$ cat src/rtl/sim_run_ctrl_if.sv
// Snoop bus between a retiring core and the run-control monitor, plus the
// monitor's status outputs. The core side is master, the monitor is slave.
interface sim_run_ctrl_if #(
  parameter int XLEN  = 32,
  parameter int CNT_W = 32
);
  logic             en;
  logic [XLEN-1:0]  pc;
  logic [31:0]      instr;
  logic             rf_we;
  logic [4:0]       rf_waddr;
  logic [XLEN-1:0]  rf_wdata;

  logic             done;
  logic             pass;
  logic             fail;
  logic             timeout;
  logic [1:0]       halt_cause;
  logic [XLEN-1:0]  exit_code;
  logic [CNT_W-1:0] cycle_cnt;
  logic [CNT_W-1:0] instret_cnt;

  modport master (
    output en, pc, instr, rf_we, rf_waddr, rf_wdata,
    input  done, pass, fail, timeout, halt_cause, exit_code, cycle_cnt, instret_cnt
  );

  modport slave (
    input  en, pc, instr, rf_we, rf_waddr, rf_wdata,
    output done, pass, fail, timeout, halt_cause, exit_code, cycle_cnt, instret_cnt
  );
endinterface

$ cat src/rtl/sim_run_ctrl.sv
// Run-control monitor: detects ECALL / EBREAK / jal-self-loop termination,
// reports pass/fail from a shadowed a0, and bounds the run with a watchdog.
module sim_run_ctrl #(
  parameter int              XLEN        = 32,
  parameter int              CNT_W       = 32,
  parameter int              TIMEOUT     = 1000,
  parameter int              LOOP_THRESH = 4,
  parameter int              DRAIN       = 2,
  parameter logic [XLEN-1:0] PASS_CODE   = '0
) (
  input  logic         clk,
  input  logic         rst_n,
  sim_run_ctrl_if.slave bus
);

  localparam logic [31:0] INSTR_ECALL  = 32'h0000_0073;
  localparam logic [31:0] INSTR_EBREAK = 32'h0010_0073;
  localparam logic [31:0] INSTR_JAL0   = 32'h0000_006F;

  localparam int LOOP_W  = $clog2(LOOP_THRESH + 1);
  localparam int DRAIN_W = (DRAIN < 2) ? 1 : $clog2(DRAIN);

  localparam logic [LOOP_W-1:0]  LOOP_LAST    = LOOP_W'(LOOP_THRESH - 1);
  localparam logic [DRAIN_W-1:0] DRAIN_LOAD   = (DRAIN == 0) ? '0 : DRAIN_W'(DRAIN - 1);
  localparam logic [CNT_W-1:0]   TIMEOUT_LAST = CNT_W'(TIMEOUT - 1);
  localparam logic [CNT_W-1:0]   CNT_MAX      = '1;

  typedef enum logic [1:0] {ST_RUN, ST_DRAIN, ST_DONE} state_t;

  state_t             r_state;
  logic [LOOP_W-1:0]  r_loop_cnt;
  logic [XLEN-1:0]    r_prev_pc;
  logic [XLEN-1:0]    r_a0;
  logic [DRAIN_W-1:0] r_drain_cnt;
  logic [CNT_W-1:0]   r_cycle_cnt;
  logic [CNT_W-1:0]   r_instret_cnt;
  logic               r_done;
  logic               r_pass;
  logic               r_fail;
  logic               r_timeout;
  logic [1:0]         r_halt_cause;
  logic [XLEN-1:0]    r_exit_code;

  logic              w_run;
  logic              w_retire;
  logic              w_ecall;
  logic              w_ebreak;
  logic              w_jal;
  logic [LOOP_W-1:0] w_loop_next;
  logic              w_loop_halt;
  logic              w_halt;
  logic              w_wdog;
  logic              w_a0_we;
  logic [XLEN-1:0]   w_a0_next;
  logic              w_enter_done;
  logic [1:0]        w_cause;

  assign w_run    = (r_state == ST_RUN);
  assign w_retire = bus.en && w_run;
  assign w_ecall  = w_retire && (bus.instr == INSTR_ECALL);
  assign w_ebreak = w_retire && (bus.instr == INSTR_EBREAK);
  assign w_jal    = w_retire && (bus.instr == INSTR_JAL0);

  // The first jal of a streak leaves the count at 0, so LOOP_THRESH hits are needed.
  assign w_loop_next = (w_jal && (bus.pc == r_prev_pc)) ? r_loop_cnt + 1'b1 : '0;
  assign w_loop_halt = w_jal && (w_loop_next == LOOP_LAST);
  assign w_halt      = w_ecall || w_ebreak || w_loop_halt;
  assign w_wdog      = w_run && !w_halt && (r_cycle_cnt == TIMEOUT_LAST);

  // Forward a same-cycle a0 write into the value frozen on entry to DONE.
  assign w_a0_we   = (r_state != ST_DONE) && bus.rf_we && (bus.rf_waddr == 5'd10);
  assign w_a0_next = w_a0_we ? bus.rf_wdata : r_a0;

  assign w_enter_done = (w_run && ((w_halt && (DRAIN == 0)) || w_wdog)) ||
                        ((r_state == ST_DRAIN) && (r_drain_cnt == '0));

  // NOTE: default assigned first so every path drives w_cause and no latch is inferred.
  always_comb begin
    w_cause = 2'd0;
    if (w_ecall)          w_cause = 2'd1;
    else if (w_ebreak)    w_cause = 2'd2;
    else if (w_loop_halt) w_cause = 2'd3;
  end

  // NOTE: non-blocking assignments so every register samples pre-edge values.
  always_ff @(posedge clk or negedge rst_n) begin
    if (!rst_n) begin
      r_state       <= ST_RUN;
      r_loop_cnt    <= '0;
      r_prev_pc     <= '0;
      r_a0          <= '0;
      r_drain_cnt   <= '0;
      r_cycle_cnt   <= '0;
      r_instret_cnt <= '0;
      r_done        <= 1'b0;
      r_pass        <= 1'b0;
      r_fail        <= 1'b0;
      r_timeout     <= 1'b0;
      r_halt_cause  <= 2'd0;
      r_exit_code   <= '0;
    end else begin
      if (w_a0_we) r_a0 <= bus.rf_wdata;

      if ((r_state != ST_DONE) && (r_cycle_cnt != CNT_MAX))
        r_cycle_cnt <= r_cycle_cnt + 1'b1;

      if (w_retire) begin
        if (r_instret_cnt != CNT_MAX) r_instret_cnt <= r_instret_cnt + 1'b1;
        r_prev_pc  <= bus.pc;
        r_loop_cnt <= w_loop_next;
      end

      if (w_enter_done) begin
        r_done      <= 1'b1;
        r_timeout   <= w_wdog;
        r_exit_code <= w_a0_next;
        r_pass      <= !w_wdog && (w_a0_next == PASS_CODE);
        r_fail      <= w_wdog || (w_a0_next != PASS_CODE);
      end

      unique case (r_state)
        ST_RUN: begin
          if (w_halt) begin
            r_halt_cause <= w_cause;
            if (DRAIN == 0) begin
              r_state <= ST_DONE;
            end else begin
              r_state     <= ST_DRAIN;
              r_drain_cnt <= DRAIN_LOAD;
            end
          end else if (w_wdog) begin
            r_state <= ST_DONE;
          end
        end
        ST_DRAIN: begin
          if (r_drain_cnt == '0) r_state <= ST_DONE;
          else                   r_drain_cnt <= r_drain_cnt - 1'b1;
        end
        default: ;
      endcase
    end
  end

  assign bus.done        = r_done;
  assign bus.pass        = r_pass;
  assign bus.fail        = r_fail;
  assign bus.timeout     = r_timeout;
  assign bus.halt_cause  = r_halt_cause;
  assign bus.exit_code   = r_exit_code;
  assign bus.cycle_cnt   = r_cycle_cnt;
  assign bus.instret_cnt = r_instret_cnt;

endmodule

$ cat src/flat_wrapper.sv
// flat-port wrapper written by rule: the top's interface ports become plain ports
module sim_run_ctrl_flat 
#(
  parameter int              XLEN        = 32,
  parameter int              CNT_W       = 32,
  parameter int              TIMEOUT     = 1000,
  parameter int              LOOP_THRESH = 4,
  parameter int              DRAIN       = 2,
  parameter logic [XLEN-1:0] PASS_CODE   = '0
)
  (clk, rst_n, bus_en, bus_pc, bus_instr, bus_rf_we, bus_rf_waddr, bus_rf_wdata, bus_done, bus_pass, bus_fail, bus_timeout, bus_halt_cause, bus_exit_code, bus_cycle_cnt, bus_instret_cnt);
  sim_run_ctrl_if #(.XLEN(XLEN), .CNT_W(CNT_W)) bus_i ();
  input  logic clk;
  input  logic rst_n;
  input wire logic [$bits(bus_i.en)-1:0] bus_en;
  input wire logic [$bits(bus_i.pc)-1:0] bus_pc;
  input wire logic [$bits(bus_i.instr)-1:0] bus_instr;
  input wire logic [$bits(bus_i.rf_we)-1:0] bus_rf_we;
  input wire logic [$bits(bus_i.rf_waddr)-1:0] bus_rf_waddr;
  input wire logic [$bits(bus_i.rf_wdata)-1:0] bus_rf_wdata;
  output wire logic [$bits(bus_i.done)-1:0] bus_done;
  output wire logic [$bits(bus_i.pass)-1:0] bus_pass;
  output wire logic [$bits(bus_i.fail)-1:0] bus_fail;
  output wire logic [$bits(bus_i.timeout)-1:0] bus_timeout;
  output wire logic [$bits(bus_i.halt_cause)-1:0] bus_halt_cause;
  output wire logic [$bits(bus_i.exit_code)-1:0] bus_exit_code;
  output wire logic [$bits(bus_i.cycle_cnt)-1:0] bus_cycle_cnt;
  output wire logic [$bits(bus_i.instret_cnt)-1:0] bus_instret_cnt;
  assign bus_i.en = bus_en;
  assign bus_i.pc = bus_pc;
  assign bus_i.instr = bus_instr;
  assign bus_i.rf_we = bus_rf_we;
  assign bus_i.rf_waddr = bus_rf_waddr;
  assign bus_i.rf_wdata = bus_rf_wdata;
  assign bus_done = bus_i.done;
  assign bus_pass = bus_i.pass;
  assign bus_fail = bus_i.fail;
  assign bus_timeout = bus_i.timeout;
  assign bus_halt_cause = bus_i.halt_cause;
  assign bus_exit_code = bus_i.exit_code;
  assign bus_cycle_cnt = bus_i.cycle_cnt;
  assign bus_instret_cnt = bus_i.instret_cnt;
  sim_run_ctrl #(.XLEN(XLEN), .CNT_W(CNT_W), .TIMEOUT(TIMEOUT), .LOOP_THRESH(LOOP_THRESH), .DRAIN(DRAIN), .PASS_CODE(PASS_CODE)) u_core (.clk(clk), .rst_n(rst_n), .bus(bus_i));
endmodule
$ cat config.mk
export PLATFORM = sky130hd
export DESIGN_NAME = sim_run_ctrl_flat
export DESIGN_NICKNAME = d
export VERILOG_FILES = /design/src/rtl/sim_run_ctrl_if.sv /design/src/rtl/sim_run_ctrl.sv /design/src/flat_wrapper.sv
export SDC_FILE = /design/constraint.sdc
export NUM_CORES = 1
export LEC_CHECK = 0
export CORE_UTILIZATION = 45
export CTS_BUF_LIST = sky130_fd_sc_hd__clkbuf_2 sky130_fd_sc_hd__clkbuf_4 sky130_fd_sc_hd__clkbuf_8
export DETAILED_ROUTE_END_ITERATION = 10
export GPL_ROUTABILITY_DRIVEN = 0
export PLACE_DENSITY = 0.84
export SLEW_MARGIN = 25
export SYNTH_ARGS = -nofsm -noshare
export SYNTH_HDL_FRONTEND = slang
export SYNTH_SLANG_ARGS = --single-unit
$ cat constraint.sdc
create_clock -name clk -period 4.95 [get_ports clk]
set_input_delay 1.2375 -clock clk [delete_from_list [all_inputs] [get_ports clk]]
set_output_delay 1.2375 -clock clk [all_outputs]
set_load 0.05 [all_outputs]
==> metrics.md, run 1 <==
| Metric | Value |
|---|---|
| CTS tree | done |
| Crit start category | primary input |
| Leak | approximately 4.7 nW |
| Synthesized Nets | between 800 and 900 |
| Status | finished, final reports clean |
| Most frequent cells in the layout | clkdlybuf4s50_1, dfrtp_1, nand2_1, xnor2_1, mux2_2 |
| Die H | approximately 130 µm |
| Area fraction of the dominant cell type after synthesis | 0.546 |
| Crit path time final | around 3.5 ns |
| Post-synthesis sequential area ratio | 0.546 |
| Slew @ Worst Pin | around 0.9 ns |
| Flops & latches, synth | 172 |
| Post-cts resize count | 0 |
| Vias in the first global route | slightly below 6,000 |
| Num CTS Buffers | 17 |
| Clk buf depth | 2 |
| Skew final | slightly above 0.02 ns |
| Fillers | about 1,400 |
| CTS clk-pin slew, worst paths | roughly 0.1 ns |
| Via Count | around 6,000 |
| WP data required | approximately 5.3 ns |
| Peak VDD IR | 179 µV |
| Clk_lat worst skew | between 0.4 and 0.5 ns |
| Unique masters post-synth | 55 |
| Ys async rst share | 1.00 |
| Iter 0 DRT Violations | ~320 |
| Leading area contributor after synthesis | dfrtp_1 |
| Clk root buf | clkbuf_8 |
| Most used DFF post-synth | dfrtp_1 |
| Number of synthesized flops with an enable pin | 0 |
| CTS sink count | about 170 |
| Post-Synthesis Cell Area | ~0.0079 mm² |
| Worst EP arrival | ~3.8 ns |
| Slew Viols, Final | 0 |
| DRC violations left | 0 |
| Area contributors post-synth | dfrtp_1, mux2_2, nand2_1 |
| First-pass GRT wire length | 30,300 µm |
| Most common cell after layout, fill and taps aside | clkdlybuf4s50_1 |
| # setup viols final | 0 |
| Endpoints failing hold | 0 |
| Post-route ant nets | 0 |
| Post-detail-place hpwl | approximately 14,000 µm |
| CTS H-Tree Depth | 4 |
| Drt pass-1 iters | 5 |
| ANT cells | 0 |
| Hold WC Path Type | reg -> reg |
| Initial Util | 0.458 |
| GR Overflow Total | 0 |
| Setup TNS | 0 ns |
| Gr usage total | 0.214 |
| Tot Pwr | ~2.8 mW |
| Crit path max fanout | 36 |
| Largest net degree at the start of global routing | between 100 and 150 |
| DR WL/cell | approximately 16 µm |
| Crit share post-route | 0.701 |
| Core ar. | around 0.017 mm² |
| Mean Syn Cell Area | ~11 µm² |
| Fmax | between 0.2 and 0.3 GHz |
| I/O Pins | roughly 210 |
| Chip Width | 134 µm |
| Total of max-cap violations | 0 |
| Cts hold-fix bufs | 0 |
| Layout cells sized above 1 | 0.109 |
| Setup Buffers After CTS | 0 |
| Yosys warning total | 0 |
| Final #Nets | 1,016 |
| Slew margin rel. | 0.392 |
| Post-Syn Instances | roughly 700 |
| Area grow syn2layout | 34.4% |
| Worst Setup End Kind | flop |
| Unrepaired setup endpoints after global routing | false |
| Die area | around 0.018 mm² |
| Routed vias/inst | around 5.2 |
| Row count | 48 |
| Total wire length | 18,400 µm |
| Initial antenna violation count | 0 |
| PD cells | ~270 mW/mm² |
| IO buf count | about 200 |
| WS Path Type | in -> reg |
-- cells by family after synthesis --
family | after synthesis | synth area share
and+or+nand+nor | 311 | 0.207
AOI/OAI and AO/OA | 20 | 0.0222
buffers and inverters | 28 | 0.0193
DFF | 172 | 0.546
adders and majority gates | 3 | 0.00476
xor gates and xnor gates | 95 | 0.105
muxes | 67 | 0.0961
-- cell usage after synthesis (3+ instances only) --
master    number
dfrtp_1      172
nand2_1      134
xnor2_1       56
mux2_2        49
xor2_1        39
nand4_1       30
nor4_1        28
nand3_1       22
nor2_1        21
mux2_1        17
and3_1        12
nor3_1        12
and4_1        11
inv_1         10
or4_1          8
buf_6          5
clkbuf_1       5
a21oi_1        4
buf_1          4
nor4b_1        4
and2_1         3
ha_1           3
nand2b_1       3
or3_1          3
-- state kept, by name, summed over array words and instances, names as in the netlist --
register                count
u_core.bus.pass             1
u_core.bus.timeout          1
u_core.bus.cycle_cnt       32
u_core.bus.exit_code       32
u_core.r_state              2
u_core.bus.done             1
u_core.r_a0                32
u_core.r_loop_cnt           3
u_core.bus.halt_cause       2
u_core.bus.fail             1
u_core.bus.instret_cnt     32
u_core.r_prev_pc           32
u_core.r_drain_cnt          1
-- metal layers --
| layer | GRT usage | up-vias | share of wire |
|---|---|---|---|
| met2 | 0.339 | 174 | 0.48 |
| met3 | 0.0514 | 20 | 0.053 |
| met4 | 0.0637 | 0 | 0.014 |
| li1 | - | 2873 | - |
| met1 | 0.292 | 2929 | 0.45 |
| met5 | 0 | - | 0 |
-- final timing paths --
| kind | end | depth (start not counted) | start | slack (ns) |
|---|---|---|---|---|
| min | u_core.bus.done | 1 | u_core.bus.done | 0.49 |
| max | u_core.bus.fail | 7 | bus_rf_waddr[2] | 1.48 |
| min reg2reg | u_core.bus.done | 1 | u_core.bus.done | 0.49 |
| max reg2reg | u_core.bus.fail | 6 | u_core.r_state[1] | 2.16 |
| max in group asynchronous | u_core.bus.cycle_cnt[12] | 2 | rst_n | 3.20 |
| min in group asynchronous | u_core.bus.exit_code[7] | 1 | rst_n | 0.84 |
-- power by group --
group | leakage, nW | switching (mW) | internal, mW | total (mW)
Combinational | 2.24 | 0.123 | 0.150 | 0.273
Sequential | 2.28 | 0.0329 | 1.47 | 1.50
Clock | 0.219 | 0.578 | 0.477 | 1.06
Total | 4.74 | 0.734 | 2.10 | 2.83
-- through the flow --
step | hold slack (ns) | utilization | setup WS (ns) | std cells | instance area (µm²)
2_1_floorplan | 0.466 | - | 1.85 | 696 | 7890
3_3_place_gp | 0.456 | 0.590 | 1.02 | 1114 | 10200
3_5_place_dp | 0.460 | 0.590 | 0.977 | 1114 | 10200
4_1_cts | 0.485 | 0.615 | 1.48 | 1146 | 10600
5_1_grt | 0.519 | 0.615 | 1.29 | 1146 | 10600
6_report | 0.487 | 0.615 | 1.48 | 1146 | 10600
-- layout make-up --
| type | count | area (µm²) | area share |
|---|---|---|---|
| clock inverter | 15 | 195 | 0.0184 |
| sequential | 172 | 4300 | 0.406 |
| inverter | 10 | 37.5 | 0.00354 |
| clock buffer | 17 | 234 | 0.0221 |
| tap | 225 | 282 | 0.0265 |
| multi-input combinational | 496 | 3440 | 0.324 |
| timing repair buffer | 211 | 2110 | 0.199 |
-- worst max-delay path, stage by stage --
cell,delay (ns)
clkdlybuf4s50_1,0.39
nand4bb_1,0.19
or4b_4,0.78
mux2_2,0.39
nor4_1,0.49
nand4b_1,0.19
nor2b_1,0.16
(Power assumes the default switching activity.)
==> inputs of run 2 (changes only) <==
Settings changed: PLACE_DENSITY 0.84 to 0.87.
Clock period 4.95 ns to 2.9 ns, I/O delays scaled along.
==> run 2 against run 1 <==
Clock power rose by 62%. Largest power group unchanged. Clock-buffer cell count stayed put. Setup slack worse by 1.4 ns. Critical path depth rose by 2.
==> metrics.md, run 2 (synthesis results as in run 1) <==
| Metric | Value |
|---|---|
| DR WL/cell | 16.2 µm (+0.95%) |
| Drt pass-1 iters | 5 (unchanged) |
| Clk root buf | clkbuf_8 |
| WP data required | 3.25 ns (-2.05 ns) |
| Worst EP arrival | 3.12 ns (-0.71 ns) |
| Via Count | 6,133 (+2.3%) |
| Place WS | -0.287 ns (-1.26 ns) |
| CTS clk-pin slew, worst paths | 0.10 ns (about the same) |
| Hold WC Path Type | in -> async |
| Post-detail-place hpwl | 14,300 µm (+5.6%) |
| Slew margin rel. | 0.597 (+0.206) |
| Clk buf depth | 2 (unchanged) |
| DRC violations left | 0 (unchanged) |
| Row count | 48 (unchanged) |
| Crit share post-route | 0.956 |
| Post-route ant nets | 0 (unchanged) |
| I/O Pins | 207 (unchanged) |
| Post-cts resize count | 0 (unchanged) |
| Slew Viols, Final | 0 (unchanged) |
| Largest net degree at the start of global routing | 60 (-41%) |
| Crit start category | primary input |
| Gr usage total | 0.218 (+0.00429) |
| GR Overflow Total | 0 (unchanged) |
| Most common cell after layout, fill and taps aside | clkdlybuf4s50_1 |
| Fmax | around 0.36 GHz |
| Routed vias/inst | 5.22 (-0.24%) |
| Inst Count DP | 1,142 (+2.5%) |
| Die area | 0.0181 mm² (unchanged) |
| Endpoints failing hold | 0 (unchanged) |
| Chip Width | 134 µm (unchanged) |
| FF-to-FF setup slack | 0.29 ns (-1.87 ns) |
| Worst Setup End Kind | flop |
| Layout cells sized above 1 | 0.135 (+0.0263) |
| Initial antenna violation count | 1 (+1) |
| Clk_lat worst skew | 0.47 ns (about the same) |
| Non-Filler Instances | 1,175 (+2.5%) |
| Most frequent cells in the layout | clkdlybuf4s50_1, dfrtp_1, nand2_1, xnor2_1, mux2_2 |
| CTS H-Tree Depth | 4 (unchanged) |
| Status | finished, final reports clean |
| Crit path time final | between 2 and 3 ns |
| Skew final | 0.0215 ns (+0.00125 ns) |
| Setup Buffers After CTS | 0 (unchanged) |
| CTS sink count | 172 (unchanged) |
| Num CTS Buffers | 17 (unchanged) |
| Vias in the first global route | 6,105 (+3.9%) |
| Total of max-cap violations | 0 (unchanged) |
| CTS tree | done |
| WS Path Type | in -> reg |
| Slew @ Worst Pin | 0.598 ns (-0.314 ns) |
| First-pass GRT wire length | 30,800 µm (+1.7%) |
| Total wire length | 19,000 µm (+3.5%) |
| PD cells | 440 mW/mm² (+65%) |
| Core ar. | 0.0172 mm² (unchanged) |
| Setup WS post-layout | 0.127 ns (-1.35 ns) |
| Area grow syn2layout | 37.3% |
| Initial Util | 0.458 (unchanged) |
| Iter 0 DRT Violations | 274 (-14%) |
| Final #Nets | 1,044 (+2.8%) |
| Leak | 4.88 nW (+3.0%) |
| Peak VDD IR | 307 µV (+71%) |
| Die H | 134 µm (unchanged) |
| IO buf count | 206 (unchanged) |
| Cts hold-fix bufs | 0 (unchanged) |
| # setup viols final | 0 (unchanged) |
| Unrepaired setup endpoints after global routing | false |
| Crit path max fanout | 25 (-31%) |
## run 2: cell count changes in the layout (fill, tap and decap cells not counted), sizes merged
cell and change:
bufinv -2, clkinv +2, diode +1, buf +28
## run 2: where the power goes
part	switching, mW	leakage [nW]	internal [mW]
registers	0.0579	2.28	2.51
logic	0.213	2.39	0.273
clock network	1.05	0.210	0.669
## run 2: stage by stage
stage                util  hold slack, ns  power [mW]  TNS (ns)  cell area, µm²
floorplan               -           0.429        2.80         0            7890
global placement    0.604           0.458        3.08     -8.50           10400
detailed placement  0.604           0.459        3.10     -9.56           10400
CTS                 0.628           0.221        4.82         0           10800
global route        0.628           0.239        4.98         0           10800
finish              0.628           0.225        4.77         0           10800
## run 2: area by class of cell
class	count	area, µm²
multi-input cells	496	3440
clock buffers	17	234
repair buffers	239	2350
flip-flops and latches	172	4300
fillers	1328	6410
clock inverters	15	184
diodes	1	2.50
well taps	225	282
inverters	10	37.5
## run 2: final timing paths
| path | start | end | cells after the start |
|---|---|---|---|
| max in group asynchronous | rst_n | u_core.bus.exit_code[1] | 2 |
| hold / removal | rst_n | u_core.bus.cycle_cnt[13] | 1 |
| hold reg to reg | u_core.bus.done | u_core.bus.done | 1 |
| setup / recovery | bus_instr[3] | u_core.bus.exit_code[20] | 9 |
| min in group clk | u_core.bus.done | u_core.bus.done | 1 |
| setup reg to reg | u_core.bus.cycle_cnt[21] | u_core.bus.exit_code[20] | 7 |
## run 2: critical path, stage by stage
cell and delay, ns:
clkdlybuf4s50_1 0.48, nor4bb_1 0.35, buf_4 0.18, nor4b_1 0.27, and4_1 0.23, nand4_1 0.17, nand2_2 0.16, buf_12 0.19
mux2_1 0.35
## run 2: routing by layer
layer	global-route usage	wire, µm	vias to the layer above
met5	0	0	-
met4	0.0787	304	0
met3	0.0416	796	20
met2	0.363	9300	168
met1	0.285	8630	3020
li1	-	-	2925
